## config.mk

```make
export PLATFORM = sky130hd
export DESIGN_NAME = linebuf_window_flat
export DESIGN_NICKNAME = d
export VERILOG_FILES = /design/src/rtl/linebuf_window_pkg.sv /design/src/rtl/linebuf_window_if.sv /design/src/rtl/mem_linebuf.sv /design/src/rtl/linebuf_window.sv /design/src/flat_wrapper.sv
export SDC_FILE = /design/constraint.sdc
export NUM_CORES = 1
export LEC_CHECK = 0
export ABC_AREA = 1
export CAP_MARGIN = 5
export CORE_ASPECT_RATIO = 0.7
export CORE_MARGIN = 1
export CORE_UTILIZATION = 34
export CTS_BUF_LIST = sky130_fd_sc_hd__clkbuf_16
export DETAILED_ROUTE_END_ITERATION = 10
export DONT_BUFFER_PORTS = 1
export PLACE_DENSITY = 0.55
export SLEW_MARGIN = 10
export SYNTH_ARGS = -nofsm -noshare
export SYNTH_HDL_FRONTEND = slang
export SYNTH_SLANG_ARGS = --single-unit
```

## constraint.sdc

```tcl
create_clock -name clk -period 7.2 [get_ports clk]
set_clock_uncertainty 0.2 [all_clocks]
set_input_delay 1.08 -clock clk [delete_from_list [all_inputs] [get_ports clk]]
set_output_delay 1.08 -clock clk [all_outputs]
set_load 0.005 [all_outputs]
```

## src/rtl/linebuf_window_pkg.sv

```systemverilog
// Shared widths, FSM encoding and small helpers for the sliding-window generator.
package linebuf_window_pkg;

  localparam int DWIDTH = 16;
  localparam int BSIZE  = 5;
  localparam int FSIZE  = 3;
  localparam int NBUF   = FSIZE - 1;
  localparam int RW     = (NBUF > 1) ? $clog2(NBUF) : 1;
  localparam int WBITS  = FSIZE * FSIZE * DWIDTH;

  typedef enum logic {
    ST_IDLE = 1'b0,
    ST_RUN  = 1'b1
  } state_e;

  typedef logic signed [DWIDTH-1:0] pix_t;
  typedef logic [BSIZE-1:0]         addr_t;
  typedef logic [RW-1:0]            rot_t;

  // Line-buffer rotation pointer tracks row mod (FSIZE-1).
  function automatic rot_t rot_inc(input rot_t r);
    return (r == rot_t'(NBUF - 1)) ? '0 : r + 1'b1;
  endfunction

endpackage

```

## src/rtl/linebuf_window_if.sv

```systemverilog
// Pixel-in / window-out bus between the fetch stage, the window generator and the conv core.
interface linebuf_window_if;
  import linebuf_window_pkg::*;

  logic             buf_start;
  logic [BSIZE:0]   img_size;
  logic             pixel_en;
  pix_t             pixel_in;
  logic [WBITS-1:0] win_data;
  logic             win_valid;
  logic             buf_busy;
  logic             buf_done;

  modport master (
    output buf_start, img_size, pixel_en, pixel_in,
    input  win_data, win_valid, buf_busy, buf_done
  );

  modport slave (
    input  buf_start, img_size, pixel_en, pixel_in,
    output win_data, win_valid, buf_busy, buf_done
  );

endinterface

```

## src/rtl/mem_linebuf.sv

```systemverilog
// One image-row line buffer: synchronous write, registered read address, one-cycle read latency.
module mem_linebuf #(
  parameter int DW = 16,
  parameter int AW = 5
) (
  input  logic          clk,
  input  logic          xrst,
  input  logic          we_i,
  input  logic [AW-1:0] waddr_i,
  input  logic [DW-1:0] wdata_i,
  input  logic          re_i,
  input  logic [AW-1:0] raddr_i,
  output logic [DW-1:0] rdata_o
);

  logic [DW-1:0] mem_q [2**AW];
  logic [AW-1:0] raddr_q;

  // NOTE: the storage array is deliberately not reset so it maps onto RAM; stale
  // contents are never exposed because only fully-refilled windows are flagged valid.
  always_ff @(posedge clk) begin
    if (we_i) mem_q[waddr_i] <= wdata_i;
  end

  always_ff @(posedge clk or negedge xrst) begin
    if (!xrst)     raddr_q <= '0;
    else if (re_i) raddr_q <= raddr_i;
  end

  assign rdata_o = mem_q[raddr_q];

endmodule

```

## src/rtl/linebuf_window.sv

```systemverilog
// Raster-order pixel stream in, FSIZE x FSIZE sliding windows out; owns line-buffer addressing.
module linebuf_window
  import linebuf_window_pkg::*;
(
  input  logic             clk,
  input  logic             xrst,
  linebuf_window_if.slave  bus
);

  state_e         state_q;
  logic [BSIZE:0] size_q;
  addr_t          col_q, row_q;
  rot_t           rot_q;

  logic  s1_vld_q, s1_elig_q, s1_last_q;
  pix_t  s1_pix_q;
  addr_t s1_col_q;
  rot_t  s1_rot_q;

  logic s2_vld_q, s2_elig_q, s2_last_q;

  pix_t             win_q [FSIZE][FSIZE];
  logic [WBITS-1:0] win_data_q;
  logic             win_valid_q, buf_done_q;

  pix_t             rd_data [NBUF];
  pix_t             new_col [FSIZE];
  logic [WBITS-1:0] win_flat;

  logic           accept, col_end, row_end;
  logic [BSIZE:0] size_m1;

  // buf_start has priority over a coincident pixel.
  assign accept  = (state_q == ST_RUN) && bus.pixel_en && !bus.buf_start;
  assign size_m1 = size_q - 1'b1;
  assign col_end = ({1'b0, col_q} == size_m1);
  assign row_end = ({1'b0, row_q} == size_m1);

  // NOTE: all sequential state uses non-blocking assignments so every register
  // samples pre-edge values regardless of block evaluation order.
  always_ff @(posedge clk or negedge xrst) begin
    if (!xrst) begin
      state_q <= ST_IDLE;
      size_q  <= '0;
      col_q   <= '0;
      row_q   <= '0;
      rot_q   <= '0;
    end else if (bus.buf_start) begin
      state_q <= ST_RUN;
      size_q  <= bus.img_size;
      col_q   <= '0;
      row_q   <= '0;
      rot_q   <= '0;
    end else if (accept) begin
      if (col_end) begin
        col_q <= '0;
        row_q <= row_q + 1'b1;
        rot_q <= rot_inc(rot_q);
        if (row_end) state_q <= ST_IDLE;
      end else begin
        col_q <= col_q + 1'b1;
      end
    end
  end

  always_ff @(posedge clk or negedge xrst) begin
    if (!xrst) begin
      s1_vld_q  <= 1'b0;
      s1_elig_q <= 1'b0;
      s1_last_q <= 1'b0;
      s1_pix_q  <= '0;
      s1_col_q  <= '0;
      s1_rot_q  <= '0;
      s2_vld_q  <= 1'b0;
      s2_elig_q <= 1'b0;
      s2_last_q <= 1'b0;
    end else begin
      s1_vld_q <= accept;
      if (accept) begin
        s1_elig_q <= (row_q >= addr_t'(FSIZE - 1)) && (col_q >= addr_t'(FSIZE - 1));
        s1_last_q <= col_end && row_end;
        s1_pix_q  <= bus.pixel_in;
        s1_col_q  <= col_q;
        s1_rot_q  <= rot_q;
      end
      s2_vld_q  <= s1_vld_q && !bus.buf_start;
      s2_elig_q <= s1_elig_q;
      s2_last_q <= s1_last_q;
    end
  end

  // Buffer rot holds the oldest row, so the new column is read rotated by rot.
  // NOTE: every always_comb output gets a default first so no latch is inferred.
  always_comb begin
    new_col = '{default: '0};
    for (int i = 0; i < NBUF; i++) begin
      for (int k = 0; k < NBUF; k++) begin
        if (k == (int'(s1_rot_q) + i) % NBUF) new_col[i] = rd_data[k];
      end
    end
    new_col[FSIZE-1] = s1_pix_q;
  end

  always_ff @(posedge clk or negedge xrst) begin
    if (!xrst) begin
      for (int i = 0; i < FSIZE; i++)
        for (int j = 0; j < FSIZE; j++)
          win_q[i][j] <= '0;
    end else if (s1_vld_q) begin
      for (int i = 0; i < FSIZE; i++) begin
        for (int j = 0; j < FSIZE - 1; j++) win_q[i][j] <= win_q[i][j+1];
        win_q[i][FSIZE-1] <= new_col[i];
      end
    end
  end

  always_comb begin
    win_flat = '0;
    for (int i = 0; i < FSIZE; i++)
      for (int j = 0; j < FSIZE; j++)
        win_flat[(i*FSIZE+j)*DWIDTH +: DWIDTH] = win_q[i][j];
  end

  always_ff @(posedge clk or negedge xrst) begin
    if (!xrst) begin
      win_data_q  <= '0;
      win_valid_q <= 1'b0;
      buf_done_q  <= 1'b0;
    end else begin
      if (s2_vld_q) win_data_q <= win_flat;
      win_valid_q <= s2_vld_q && s2_elig_q && !bus.buf_start;
      buf_done_q  <= s2_vld_q && s2_elig_q && s2_last_q && !bus.buf_start;
    end
  end

  // Write lags the read by one cycle, so the read at col returns the previous row.
  for (genvar k = 0; k < NBUF; k++) begin : g_buf
    mem_linebuf #(
      .DW (DWIDTH),
      .AW (BSIZE)
    ) u_mem (
      .clk     (clk),
      .xrst    (xrst),
      .we_i    (s1_vld_q && (s1_rot_q == rot_t'(k))),
      .waddr_i (s1_col_q),
      .wdata_i (s1_pix_q),
      .re_i    (accept),
      .raddr_i (col_q),
      .rdata_o (rd_data[k])
    );
  end

  assign bus.win_data  = win_data_q;
  assign bus.win_valid = win_valid_q;
  assign bus.buf_done  = buf_done_q;
  assign bus.buf_busy  = (state_q == ST_RUN);

endmodule
```

## src/flat_wrapper.sv

```systemverilog
// flat-port wrapper written by rule: the top's interface ports become plain ports
module linebuf_window_flat import linebuf_window_pkg::*;
  (clk, xrst, bus_buf_start, bus_img_size, bus_pixel_en, bus_pixel_in, bus_win_data, bus_win_valid, bus_buf_busy, bus_buf_done);
  linebuf_window_if bus_i ();
  input  logic clk;
  input  logic xrst;
  input wire logic [$bits(bus_i.buf_start)-1:0] bus_buf_start;
  input wire logic [$bits(bus_i.img_size)-1:0] bus_img_size;
  input wire logic [$bits(bus_i.pixel_en)-1:0] bus_pixel_en;
  input wire logic [$bits(bus_i.pixel_in)-1:0] bus_pixel_in;
  output wire logic [$bits(bus_i.win_data)-1:0] bus_win_data;
  output wire logic [$bits(bus_i.win_valid)-1:0] bus_win_valid;
  output wire logic [$bits(bus_i.buf_busy)-1:0] bus_buf_busy;
  output wire logic [$bits(bus_i.buf_done)-1:0] bus_buf_done;
  assign bus_i.buf_start = bus_buf_start;
  assign bus_i.img_size = bus_img_size;
  assign bus_i.pixel_en = bus_pixel_en;
  assign bus_i.pixel_in = bus_pixel_in;
  assign bus_win_data = bus_i.win_data;
  assign bus_win_valid = bus_i.win_valid;
  assign bus_buf_busy = bus_i.buf_busy;
  assign bus_buf_done = bus_i.buf_done;
  linebuf_window u_core (.clk(clk), .xrst(xrst), .bus(bus_i));
endmodule
```

After elaboration in Yosys (flattened, before gate mapping)
Memories as Yosys holds them, arrays and structs flattened.
Cells that the tools add are included.
{ "classes": {"order_cmp": 2, "add_sub_neg": 5, "div_mod_pow": 0, "n_reduce_logical": 19, "shifts": 0, "bitwise": 2, "n_mul": 0, "n_mux": 22, "eq_ne": 3} }
{ "ops": {"columns": ["op", "count"], "rows": [
  ["$logic_not A32 Y1", 2],
  ["$mux W16", 4],
  ["$mux W5", 6],
  ["$eq A5 B6 Y1", 2],
  ["$mux W1", 12],
  ["$logic_and A1 B1 Y1", 11],
  ["$add A5 B1 Y5 const B", 2],
  ["$ge A5 B2 Y1 const B", 2],
  ["$reduce_bool A2 Y1", 3],
  ["$sub A6 B1 Y6 const B", 1],
  ["$reduce_and A3 Y1", 1],
  ["$add A1 B1 Y1 const B", 2],
  ["$eq A2 B2 Y1 const A", 1],
  ["$reduce_and A2 Y1", 1],
  ["$and A1 B1 Y1 const A", 1],
  ["$logic_not A1 Y1", 1],
  ["$not A1 Y1", 1]
]} }
{ "word_totals": {"mem_bits_ro": 0, "wordCells": 81, "n_memories": 2, "latchBits": 0, "in_bits": 26, "ramBits": 1024, "reg_bits": 336} }
{ "mem_list": {"columns": ["memory", "depth", "word_bits", "read_ports", "rd_ports_with_merged_regs", "write_ports", "line", "rtl"], "rows": [
  ["u_core.g_buf[0].u_mem.mem_q", 32, 16, 1, 0, 1, "mem_linebuf.sv:16", "logic [DW-1:0] mem_q [2**AW];"],
  ["u_core.g_buf[1].u_mem.mem_q", 32, 16, 1, 0, 1, "mem_linebuf.sv:16", null]
]} }

Depth between registers and ports, before layout
{ "logic_depth": {"ltp_word": 6, "ltp_mapped": 13} }

Hierarchy
From an unflattened synthesis, not the netlist that was laid out.
{ "hier_totals": {"hier_cells": 5006, "area_unflattened_um2": 55343.1} }
{ "by_module_without_submodules": {"columns": ["module", "cells_per_inst", "instances", "area_each_um2"], "rows": [
  ["mem_linebuf", 1795, 2, 21145.3],
  ["linebuf_window", 1416, 1, 13052.5]
]} }

Worst setup path after synthesis
OpenSTA, ideal clock, no wires.
{ "synth_path": {"path_kind": "flip-flop to flip-flop", "start": "register u_core.s1_col_q[1]", "end": "memory u_core.g_buf[0].u_mem.mem_q[13][0] (enable)", "synth_period_minus_slack_ns": 3.073, "path_stages_with_launch": 8, "slack_ns": 4.127, "arrival_time_ns": 2.464, "cell_sequence": "dfrtp_1 > buf_4 > inv_2 > buf_2 > buf_2 > nand2_1 > buf_2 > nor3_1"} }
{ "synth_rtl": {"columns": ["item", "line", "rtl"], "rows": [
  ["from (decl)", "linebuf_window.sv:17", "addr_t s1_col_q;"],
  ["from (signal assigned)", "linebuf_window.sv:83", "s1_col_q <= col_q;"],
  ["to (decl)", "mem_linebuf.sv:16", null]
]} }
Straight into the memory's write port.

Worst setup path after layout
{ "layout_path": {"start": "register u_core.s1_vld_q", "end": "memory u_core.g_buf[0].u_mem.mem_q[23][6] (enable)"} }
{ "layout_via": {"elab_chain_cells": 3} }
{ "layout_lines": {"columns": ["item", "line", "rtl"], "rows": [
  ["from (decl)", "linebuf_window.sv:15", "logic s1_vld_q, s1_elig_q, s1_last_q;"],
  ["from (signal assigned)", "linebuf_window.sv:78", "s1_vld_q <= accept;"],
  ["$logic_and A1 B1 Y1", "linebuf_window.sv:144", ".we_i (s1_vld_q && (s1_rot_q == rot_t'(k))),"],
  ["$mux W1", "mem_linebuf.sv:22", "if (we_i) mem_q[waddr_i] <= wdata_i;"],
  ["$mux W1 (not written as such)", "mem_linebuf.sv:22", null]
]} }
Every way passes these cells.

==> reports/results.tsv <==
stage	metric	value	unit
detailed_routing	DR top layer	met5	
outcome	status	finished with violations	
sta	final cycle utilization of the critical path	57.5	%
cells_and_area	Finished Layout Cells	6769	
floorplanning	Initial Utilization	34.4	%
flow_run	MaxCap Viol Count	0	
synth	synth warn	0	
cells_and_area	layout cells sized above 1	9.01	%
global_route	GRT Overall Usage	19.1	%
critical_path	CP max FO	33	
sta	Slew Viols, Final	0	
placed_design	pre-CTS setup slack	3.12	ns
sta	# setup viols final	0	
floorplanning	Die ar.	0.159	mm^2
placed_design	GP Congestion	0.815	
power	pwr/cell area	291	mW/mm^2
cells_and_area	Multi-input gate area	0.0127	mm^2
detailed_routing	detailed-route via count	34800	
clock_network	Root Driver	clkbuf_16	
clock_network	Clock Latency Late Sink	0.75	ns
synth	largest cells by area after synthesis	edfxtp_1 57%, dfrtp_1 16%, nand2_1 11%	
detailed_routing	wl on met1	72300	um
global_route	pin count of the biggest net entering global routing	337	
placed_design	post-detail-place hpwl	90100	um
cells_and_area	Nets	4602	
global_route	grt total ovfl	0	
global_route	first-pass GRT wire length	226000	um
detailed_routing	drt pass-1 iters	6	
global_route	initial antenna violation count	4	
cells_and_area	Register Area	0.0392	mm^2
sta	final worst setup slack	3.06	ns
floorplanning	die height	334	um
sta	Fmax	241	MHz
power	VDD IR max	0.213	mV
critical_path	Top delay family on crit path	buffers and inverters	
placed_design	I/O Buffers	0	
detailed_routing	post-route ant nets	0	
floorplanning	# IOs	173	
clock_network	H-tree depth	3	
sta	Setup TNS	0	ns
critical_path	WP buf/inv	4	
detailed_routing	Post-Route WL	155000	um
synth	post-synthesis sequential area ratio	73.1	%
sta	RSZ-0062 raised after global routing	no	
power	LEAKAGE	22.4	nW
detailed_routing	met2 wire length	62700	um
floorplanning	row cnt	121	
detailed_routing	vias per inst	5.14	
sta	Final Hold Viols	169	
min_path	min-delay worst type	input port to async pin	
synth	Yosys top cell area share	57.4	%
synth	Post-Syn Instances	4606	
critical_path	required time worst endpoint	7.45	ns
detailed_routing	DR WL met3	16800	um
critical_path	critical-path cell list	inv_2 > nor2_4 > inv_1 > buf_4 > nor3_2 > buf_4	
critical_path	Critical Path Most Common Cell	buf_4	
critical_path	Worst setup SP type	flop	
detailed_routing	first-iteration detailed-routing DRC count	4049	
synth	Yosys reg bits	1360	
outcome	violated checks	negative hold slack	
sta	min Tclk post-route	4.14	ns
cells_and_area	Filler cells	15100	
clock_network	Setup Fix Bufs, Post-CTS	0	
clock_network	CTS Sinks	1360	
synth	Post-Synthesis Mean Instance Area	11.6	um^2
placed_design	placed insts	6540	
clock_network	clock buffer depth	3	
global_route	vias in the first global route	32500	
critical_path	R2R setup slack	3.06	ns
floorplanning	core area	0.156	mm^2
cells_and_area	Syn-to-layout area delta	11.9	%
detailed_routing	DR WL/cell	22.9	um
synth	Synthesized Nets	4637	
critical_path	CP Class	flop to flop	
sta	worst-margin pin slew	1.28	ns
clock_network	Reg clk slew, reported paths	0.07	ns
critical_path	CP max-delay cell	nor2_4	
critical_path	Critical Path Sink Type	flop	
floorplanning	die width	476	um
sta	max_slew headroom	14.7	%
critical_path	max incr delay on CP	0.83	ns
clock_network	TritonCTS clock tree	built	
clock_network	post_cts resized	0	
clock_network	CTS buffer count	120	
critical_path	WP data arrival	4.40	ns
detailed_routing	# DRC	0	
synth	Distinct cells, synth	29	
synth	largest area contributor in the netlist	edfxtp_1	
synth	cell area after synthesis	0.0536	mm^2
sta	WHS	-0.179	ns
-- registers in the layout, summed over array words and instances, names as in the netlist, 5 cells and up --
register / cells
u_core.s1_pix_q: 16
u_core.col_q: 5
u_core.row_q: 5
u_core.win_flat: 144
u_core.g_buf.u_mem.mem_q: 1024
u_core.bus.win_data: 144
u_core.size_q: 6
u_core.s1_col_q: 5
-- area by class of cell --
type / count / share of cell area, %
diodes: 3 / 0.0125
clock buffers: 124 / 5.17
clock inverters: 102 / 1.08
inverters: 189 / 1.21
multi-input cells: 2781 / 21.3
flip-flops and latches: 1360 / 65.4
well taps: 2091 / 4.36
repair buffers: 119 / 1.55
-- stage by stage --
step	cell area (um^2)	power [mW]	hold slack (ns)	utilization, %
2_1_floorplan	53600	10.5	0.154	-
3_3_place_gp	56200	11.3	0.169	36.0
3_5_place_dp	56200	11.3	0.167	36.0
4_1_cts	60000	17.5	-0.228	38.5
5_1_grt	60000	18.1	-0.211	38.5
6_report	60000	17.4	-0.179	38.5
-- metal layers --
| metal | up-vias | global-route usage, % |
|---|---|---|
| met4 | 2 | 4.46 |
| li1 | 15900 | - |
| met1 | 17400 | 29.2 |
| met2 | 1385 | 25.7 |
| met5 | - | 0.720 |
| met3 | 170 | 6.10 |
-- cells by family after synthesis --
logic type | Yosys count | share of synthesized area [%]
xor gates and xnor gates | 7 | 0.114
DFF | 1360 | 73.1
adders and majority gates | 5 | 0.117
buffers and inverters | 465 | 3.79
and+or+nand+nor | 2497 | 20.3
AOI/OAI and AO/OA | 272 | 2.55
-- worst paths after layout --
check,startpoint,end,cells after the start
hold reg to reg,u_core.s1_elig_q,u_core.s2_elig_q,0
min in group clk,u_core.s1_elig_q,u_core.s2_elig_q,0
setup reg to reg,u_core.s1_vld_q,u_core.g_buf[0].u_mem.mem_q[23][6],6
hold / removal,xrst,u_core.bus.win_data[69],0
setup / recovery,u_core.s1_vld_q,u_core.g_buf[0].u_mem.mem_q[23][6],6
max in group asynchronous,xrst,u_core.s1_col_q[0],0
-- cells in the mapped netlist --
| cell type | instances |
|---|---|
| a21oi_1 | 2 |
| buf_1 | 17 |
| buf_2 | 123 |
| buf_4 | 7 |
| buf_6 | 14 |
| clkbuf_1 | 115 |
| clkinv_1 | 2 |
| dfrtp_1 | 336 |
| edfxtp_1 | 1024 |
| ha_1 | 5 |
| inv_1 | 179 |
| inv_2 | 7 |
| inv_4 | 1 |
| nand2_1 | 1584 |
| nand2_2 | 5 |
| nand3_1 | 490 |
| nand3_2 | 22 |
| nand4_1 | 237 |
| nor2_1 | 84 |
| nor2_4 | 3 |
| nor3_1 | 65 |
| nor3_2 | 2 |
| nor3_4 | 4 |
| nor3b_1 | 1 |
| o211ai_1 | 1 |
| o21ai_0 | 266 |
| o22ai_1 | 2 |
| o31ai_1 | 1 |
| xor2_1 | 7 |
-- layout by cell type, fill, tap and decap left out, types with 5 or more instances in the layout --
master,n
bufinv_16,6
buf_4,116
clkinv_1,22
o21ai_0,266
dfrtp_2,17
xor2_1,7
ha_1,5
nand3_1,490
nor2_1,84
inv_1,212
nand4_1,237
clkinv_2,27
clkbuf_16,124
edfxtp_1,1024
dfrtp_1,316
nor3_4,9
inv_6,5
inv_2,11
nor3_2,61
nand3_2,22
nand2_2,6
nand2_1,1583
-- power by group --
part | total, mW | internal (mW) | switching, mW
logic | 1.76 | 0.425 | 1.34
clock network | 6.26 | 3.33 | 2.93
registers | 9.42 | 9.00 | 0.413
total | 17.4 | 12.8 | 4.68
No activity file was read; power rests on OpenSTA's default activity.
